<file path="src/rtl/vector_list_sequencer.sv">
// Vector list sequencer: walks up to NSHAPES shape lists in an external
// vector ROM, applies a per-slot saturating signed translation, and streams
// move/draw points to the line drawer over a valid/ready handshake.
module vector_list_sequencer #(
  parameter int ADDRESSWIDTH = 16,
  parameter int COORDW       = 8,
  parameter int NSHAPES      = 4,
  parameter int MAX_PTS      = 64,
  localparam int DATAWIDTH   = 2*COORDW+2
) (
  input  logic                              clk,
  input  logic                              rst_n,
  input  logic                              frame_start,
  input  logic [NSHAPES-1:0]                slot_en,
  input  logic [NSHAPES*ADDRESSWIDTH-1:0]   slot_base,
  input  logic [NSHAPES*(COORDW+1)-1:0]     slot_dx,
  input  logic [NSHAPES*(COORDW+1)-1:0]     slot_dy,
  output logic [ADDRESSWIDTH-1:0]           rom_addr,
  input  logic [DATAWIDTH-1:0]              rom_data,
  output logic                              vec_valid,
  input  logic                              vec_ready,
  output logic [COORDW-1:0]                 vec_x,
  output logic [COORDW-1:0]                 vec_y,
  output logic                              vec_draw,
  output logic                              busy,
  output logic                              frame_done,
  output logic                              err_overrun
);

  localparam int SLOTW = (NSHAPES > 1) ? $clog2(NSHAPES) : 1;
  localparam int CNTW  = $clog2(MAX_PTS + 1);
  localparam int OFFW  = COORDW + 1;

  typedef enum logic [2:0] {IDLE, SEL, FETCH, WAIT, EMIT, DONE} state_e;

  state_e                          state_q;
  logic [SLOTW-1:0]                idx_q;
  logic [CNTW-1:0]                 cnt_q;
  logic [NSHAPES-1:0]              en_q;
  logic [NSHAPES*ADDRESSWIDTH-1:0] base_q;
  logic [NSHAPES*OFFW-1:0]         dx_q;
  logic [NSHAPES*OFFW-1:0]         dy_q;
  logic [ADDRESSWIDTH-1:0]         rom_addr_q;
  logic [COORDW-1:0]               vec_x_q;
  logic [COORDW-1:0]               vec_y_q;
  logic                            vec_draw_q;
  logic                            vec_valid_q;
  logic                            busy_q;
  logic                            frame_done_q;
  logic                            err_overrun_q;

  // Saturating add of an unsigned coordinate and a signed offset; the extra
  // top bit of the sum flags a negative result.
  function automatic logic [COORDW-1:0] sat_add(input logic [COORDW-1:0] c,
                                                input logic [OFFW-1:0]   off);
    logic [COORDW+1:0] sum;
    sum = {2'b00, c} + {off[OFFW-1], off};
    if (sum[COORDW+1])   return '0;
    else if (sum[COORDW]) return '1;
    else                 return sum[COORDW-1:0];
  endfunction

  // Entry fields and the current slot's snapshot values
  logic [COORDW-1:0]       ent_x;
  logic [COORDW-1:0]       ent_y;
  logic [1:0]              ent_kind;
  logic                    ent_point;
  logic                    last_slot;
  logic [ADDRESSWIDTH-1:0] cur_base;
  logic [OFFW-1:0]         cur_dx;
  logic [OFFW-1:0]         cur_dy;
  logic [CNTW-1:0]         cnt_next;

  assign ent_x     = rom_data[DATAWIDTH-1 -: COORDW];
  assign ent_y     = rom_data[2 +: COORDW];
  assign ent_kind  = rom_data[1:0];
  assign ent_point = (ent_kind == 2'b01) || (ent_kind == 2'b10);
  assign last_slot = (idx_q == SLOTW'(NSHAPES-1));
  assign cur_base  = base_q[idx_q*ADDRESSWIDTH +: ADDRESSWIDTH];
  assign cur_dx    = dx_q[idx_q*OFFW +: OFFW];
  assign cur_dy    = dy_q[idx_q*OFFW +: OFFW];
  assign cnt_next  = cnt_q + CNTW'(1);

  // Sequencer FSM with all outputs registered
  always_ff @(posedge clk or negedge rst_n) begin
    if (!rst_n) begin
      // NOTE: the slot snapshot registers are reset along with the FSM; they
      // are a handful of flops, so there is no reason to leave them X.
      state_q       <= IDLE;
      idx_q         <= '0;
      cnt_q         <= '0;
      en_q          <= '0;
      base_q        <= '0;
      dx_q          <= '0;
      dy_q          <= '0;
      rom_addr_q    <= '0;
      vec_x_q       <= '0;
      vec_y_q       <= '0;
      vec_draw_q    <= 1'b0;
      vec_valid_q   <= 1'b0;
      busy_q        <= 1'b0;
      frame_done_q  <= 1'b0;
      err_overrun_q <= 1'b0;
    end else begin
      // NOTE: non-blocking assignments throughout, so every branch sees the
      // register values from the start of the cycle.
      frame_done_q  <= 1'b0;
      err_overrun_q <= 1'b0;
      case (state_q)
        IDLE: begin
          if (frame_start) begin
            en_q    <= slot_en;
            base_q  <= slot_base;
            dx_q    <= slot_dx;
            dy_q    <= slot_dy;
            idx_q   <= '0;
            busy_q  <= 1'b1;
            state_q <= SEL;
          end
        end
        SEL: begin
          if (en_q[idx_q]) begin
            rom_addr_q <= cur_base;
            cnt_q      <= '0;
            state_q    <= FETCH;
          end else if (last_slot) begin
            frame_done_q <= 1'b1;
            state_q      <= DONE;
          end else begin
            idx_q <= idx_q + SLOTW'(1);
          end
        end
        FETCH: state_q <= WAIT;
        WAIT: begin
          if (ent_point) begin
            vec_x_q     <= sat_add(ent_x, cur_dx);
            vec_y_q     <= sat_add(ent_y, cur_dy);
            vec_draw_q  <= ent_kind[1];
            vec_valid_q <= 1'b1;
            state_q     <= EMIT;
          end else if (last_slot) begin
            frame_done_q <= 1'b1;
            state_q      <= DONE;
          end else begin
            idx_q   <= idx_q + SLOTW'(1);
            state_q <= SEL;
          end
        end
        EMIT: begin
          if (vec_ready) begin
            vec_valid_q <= 1'b0;
            rom_addr_q  <= rom_addr_q + ADDRESSWIDTH'(1);
            cnt_q       <= cnt_next;
            if (cnt_next == CNTW'(MAX_PTS)) begin
              err_overrun_q <= 1'b1;
              if (last_slot) begin
                frame_done_q <= 1'b1;
                state_q      <= DONE;
              end else begin
                idx_q   <= idx_q + SLOTW'(1);
                state_q <= SEL;
              end
            end else begin
              state_q <= FETCH;
            end
          end
        end
        DONE: begin
          busy_q  <= 1'b0;
          state_q <= IDLE;
        end
        default: state_q <= IDLE;
      endcase
    end
  end

  assign rom_addr    = rom_addr_q;
  assign vec_x       = vec_x_q;
  assign vec_y       = vec_y_q;
  assign vec_draw    = vec_draw_q;
  assign vec_valid   = vec_valid_q;
  assign busy        = busy_q;
  assign frame_done  = frame_done_q;
  assign err_overrun = err_overrun_q;

endmodule
</file>
<file path="config.mk">
export PLATFORM = sky130hd
export DESIGN_NAME = vector_list_sequencer
export DESIGN_NICKNAME = d
export VERILOG_FILES = /design/src/rtl/vector_list_sequencer.sv
export SDC_FILE = /design/constraint.sdc
export NUM_CORES = 1
export LEC_CHECK = 0
export BUFFER_PORTS_ARGS = -buffer_cell sky130_fd_sc_hd__buf_2
export CORE_MARGIN = 3
export CORE_UTILIZATION = 59
export CTS_BUF_LIST = sky130_fd_sc_hd__clkbuf_16
export CTS_CLUSTER_DIAMETER = 100
export CTS_CLUSTER_SIZE = 25
export DETAILED_ROUTE_END_ITERATION = 6
export PLACE_DENSITY = 0.85
export SKIP_CTS_REPAIR_TIMING = 1
export SYNTH_ARGS = -nofsm -noshare
export SYNTH_HDL_FRONTEND = slang
export SYNTH_SLANG_ARGS = --single-unit
export TNS_END_PERCENT = 5
</file>
<file path="constraint.sdc">
create_clock -name clk -period 9.4 [get_ports clk]
set_clock_uncertainty 0.05 [all_clocks]
set_input_delay 1.88 -clock clk [delete_from_list [all_inputs] [get_ports clk]]
set_output_delay 1.88 -clock clk [all_outputs]
set_load 0.02 [all_outputs]
</file>
==> metrics.csv <==
stage,metric,value,unit
grt,grt_max_degree,112,
clocking,cts.clk_slew.worst_paths,0.07,ns
setup_path,rrSetupSlack,5.38,ns
setup_path,worstPathMaxFanout,21,
route,num_vias,6716,
route,drc,0,
route,detail_route.wl_per_cell,19.48,um
cells_and_area,nets,1083,
yosys,synth_most_common_cell,dfrtp_1,
setup_path,crit_required,9.63,ns
route,wl,21950,um
clocking,clock_sinks,189,
sta,final_hold_viol_count,0,
clocking,cts_buffers,17,
sta,rsz0062_at_grt,no,
place,routabilityCongestion,0.8542,
yosys,synth_seq_cells,189,
die,die_x,131.7,um
pwr,p_total,0.004116,W
cells_and_area,drive_gt1_frac,0.4610,
route,vias_per_cell,5.959,
sta,maxSlewViolCount,0,
clocking,htreeDepth,4,
grt,antenna_found_initial,5,
route,drt_iter0_markers,637,
clocking,cts_tree,yes,
yosys,netlist_instances,715,
yosys,yosys_warnings,0,
clocking,clk_latency,0.44,ns
sta,min_period_over_period,0.4282,
grt,grtUsageTotal,0.2603,
min_path,min_path_type,flop to flop,
place,portBuffers,198,
setup_path,worstSetupStartpointType,flop,
cells_and_area,finalCoreUtilization,0.7223,
route,drt_first_pass_iters,5,
run,drv_cap,0,
place,place_hpwl,15220,um
yosys,netlist.top_cell.by_area,dfrtp_1,
die,initial_core_util,0.6086,
setup_path,path_class,flop to flop,
yosys,syn_area,0.009320,mm2
cells_and_area,syn_to_final_growth,18.69,%
pwr,peakVddDrop,0.2521,mV
grt,grt_pass1_vias,6734,
die,die-area,0.01734,mm2
yosys,synth.area.top_cells,"dfrtp_1, mux2_2, mux4_2",
yosys,synth-seq-area-share,0.5075,
sta,timing.fmax,248.4,MHz
die,num_rows,45,
die,die_h,131.7,um
route,ant_nets,0,
yosys,yosys-top-cells-count,"dfrtp_1, mux2_2, nor2_1",
grt,grt_pass1_wl,35690,um
die,core,0.01531,mm2
yosys,synthArstFlopShare,1.000,
clocking,root_buffer,clkbuf_16,
yosys,syn_nets,899,
sta,maxSlewHeadroom,0.3069,
yosys,synth-main-ff-cell,dfrtp_1,
die,ioPinCount,199,
sta,finalCriticalPeriod,4.025,ns
sta,tns,0,ns
sta,hold-worst-slack,0.4310,ns
setup_path,end_kind,flop,
pwr,powerDensity,372.1,mW/mm2
pwr,p_leak,4.844,nW
yosys,synth_top_area_frac,0.5075,
run_status,status,completed,
clocking,clockBufferDepth,2,
yosys,ys_types,57,
yosys,synth_edf_count,0,
sta,tightest_slew,1.040,ns
sta,finalSetupViolCount,0,
setup_path,arrival,4.25,ns
yosys,syn_area_per_cell,13.04,um2
grt,gr-total-overflow,0,
-- final timing paths --
| check | from | end | cells past startpoint |
|---|---|---|---|
| worst min-delay path | vec_valid$_DFFE_PN0P_ | vec_valid$_DFFE_PN0P_ | 1 |
| worst max-delay path | idx_q[0]$_DFFE_PN0P_ | vec_y[6]$_DFFE_PN0P_ | 9 |
| max in group asynchronous | rst_n | dx_q[12]$_DFFE_PN0P_ | 2 |
| min in group asynchronous | rst_n | vec_x[0]$_DFFE_PN0P_ | 1 |
| worst min register to register | vec_valid$_DFFE_PN0P_ | vec_valid$_DFFE_PN0P_ | 1 |
| worst max register to register | idx_q[0]$_DFFE_PN0P_ | vec_y[6]$_DFFE_PN0P_ | 9 |
-- placed cells by master, fill, tap and decap left out, types with 3 or more instances in the layout --
cell type | netlist | layout
xor2_1 | 6 | 6
a31oi_1 | 6 | 6
nand3b_1 | 7 | 7
buf_2 | 27 | 197
inv_1 | 16 | 17
clkbuf_16 | 0 | 17
o21ai_0 | 32 | 32
nor3_1 | 6 | 5
mux2_2 | 140 | 140
nor2b_1 | 3 | 3
o21bai_1 | 3 | 3
bufinv_16 | 0 | 3
xnor2_1 | 10 | 10
nor4_1 | 4 | 4
nand3_1 | 12 | 12
clkinv_4 | 0 | 3
a211oi_1 | 18 | 18
a21oi_1 | 29 | 29
nor2_1 | 45 | 45
o22ai_1 | 7 | 7
nand2b_1 | 5 | 5
clkinvlp_4 | 0 | 3
a21o_1 | 6 | 6
mux4_2 | 31 | 31
mux4_1 | 4 | 4
dfrtp_1 | 189 | 187
nand2_1 | 27 | 27
mux2i_1 | 3 | 3
a2bb2oi_1 | 5 | 5
ha_1 | 20 | 20
buf_4 | 0 | 6
diode_2 | 0 | 5
nand4_1 | 4 | 4
-- per-stage QoR --
step	std cells	worst slack, ns	instance area [um2]
finish	1127	5.375	11060
CTS	1122	5.329	11050
floorplan	715	5.618	9320
global route	1127	5.115	11060
detailed placement	1091	5.033	10450
global placement	1091	5.006	10450
-- state kept, by name, summed over array words and instances, names as in the netlist --
name and count:
vec_valid 1, dx_q 36, rom_addr 16, vec_x 8
vec_y 8, dy_q 36, vec_draw 1, base_q 64
frame_done 1, idx_q 2, busy 1, err_overrun 1
state_q 3, cnt_q 7, en_q 4
-- layout make-up --
cell class / count / area (um2)
flip-flops and latches: 189 / 4732
multi-input cells: 471 / 4353
fillers: 1067 / 4253
repair buffers: 204 / 1045
clock buffers: 17 / 425.4
well taps: 211 / 264.0
clock inverters: 14 / 170.2
inverters: 16 / 60.06
diodes: 5 / 12.51
-- where the power goes --
part           internal [W]  switching [W]  total [W]
clock network      0.000418       0.000320   0.000737
logic              0.000978       0.000894    0.00187
registers           0.00122       0.000291    0.00151
-- routing by layer --
layer	track usage	share of wire
met1	0.3473	0.41
met2	0.4361	0.51
met3	0.05054	0.058
met4	0.07993	0.022
met5	0	0
-- cell families after synthesis --
family                   synth area share
flip-flops                         0.5075
XOR/XNOR                          0.01504
adder cells (fa/ha/maj)           0.03115
AO/OA/AOI/OAI                     0.09156
multiplexers                       0.2637
AND/OR/NAND/NOR                   0.06457
buffers and inverters             0.02658
-- worst max-delay path, cell delays in order, from the launching register on --
cell,delay [ns]
dfrtp_2,0.74
buf_4,0.50
mux4_2,0.61
ha_1,0.24
fa_1,0.41
a21oi_1,0.21
o211ai_1,0.15
o31ai_1,0.31
mux2i_2,0.47
a211oi_1,0.15
(Power assumes the default switching activity.)
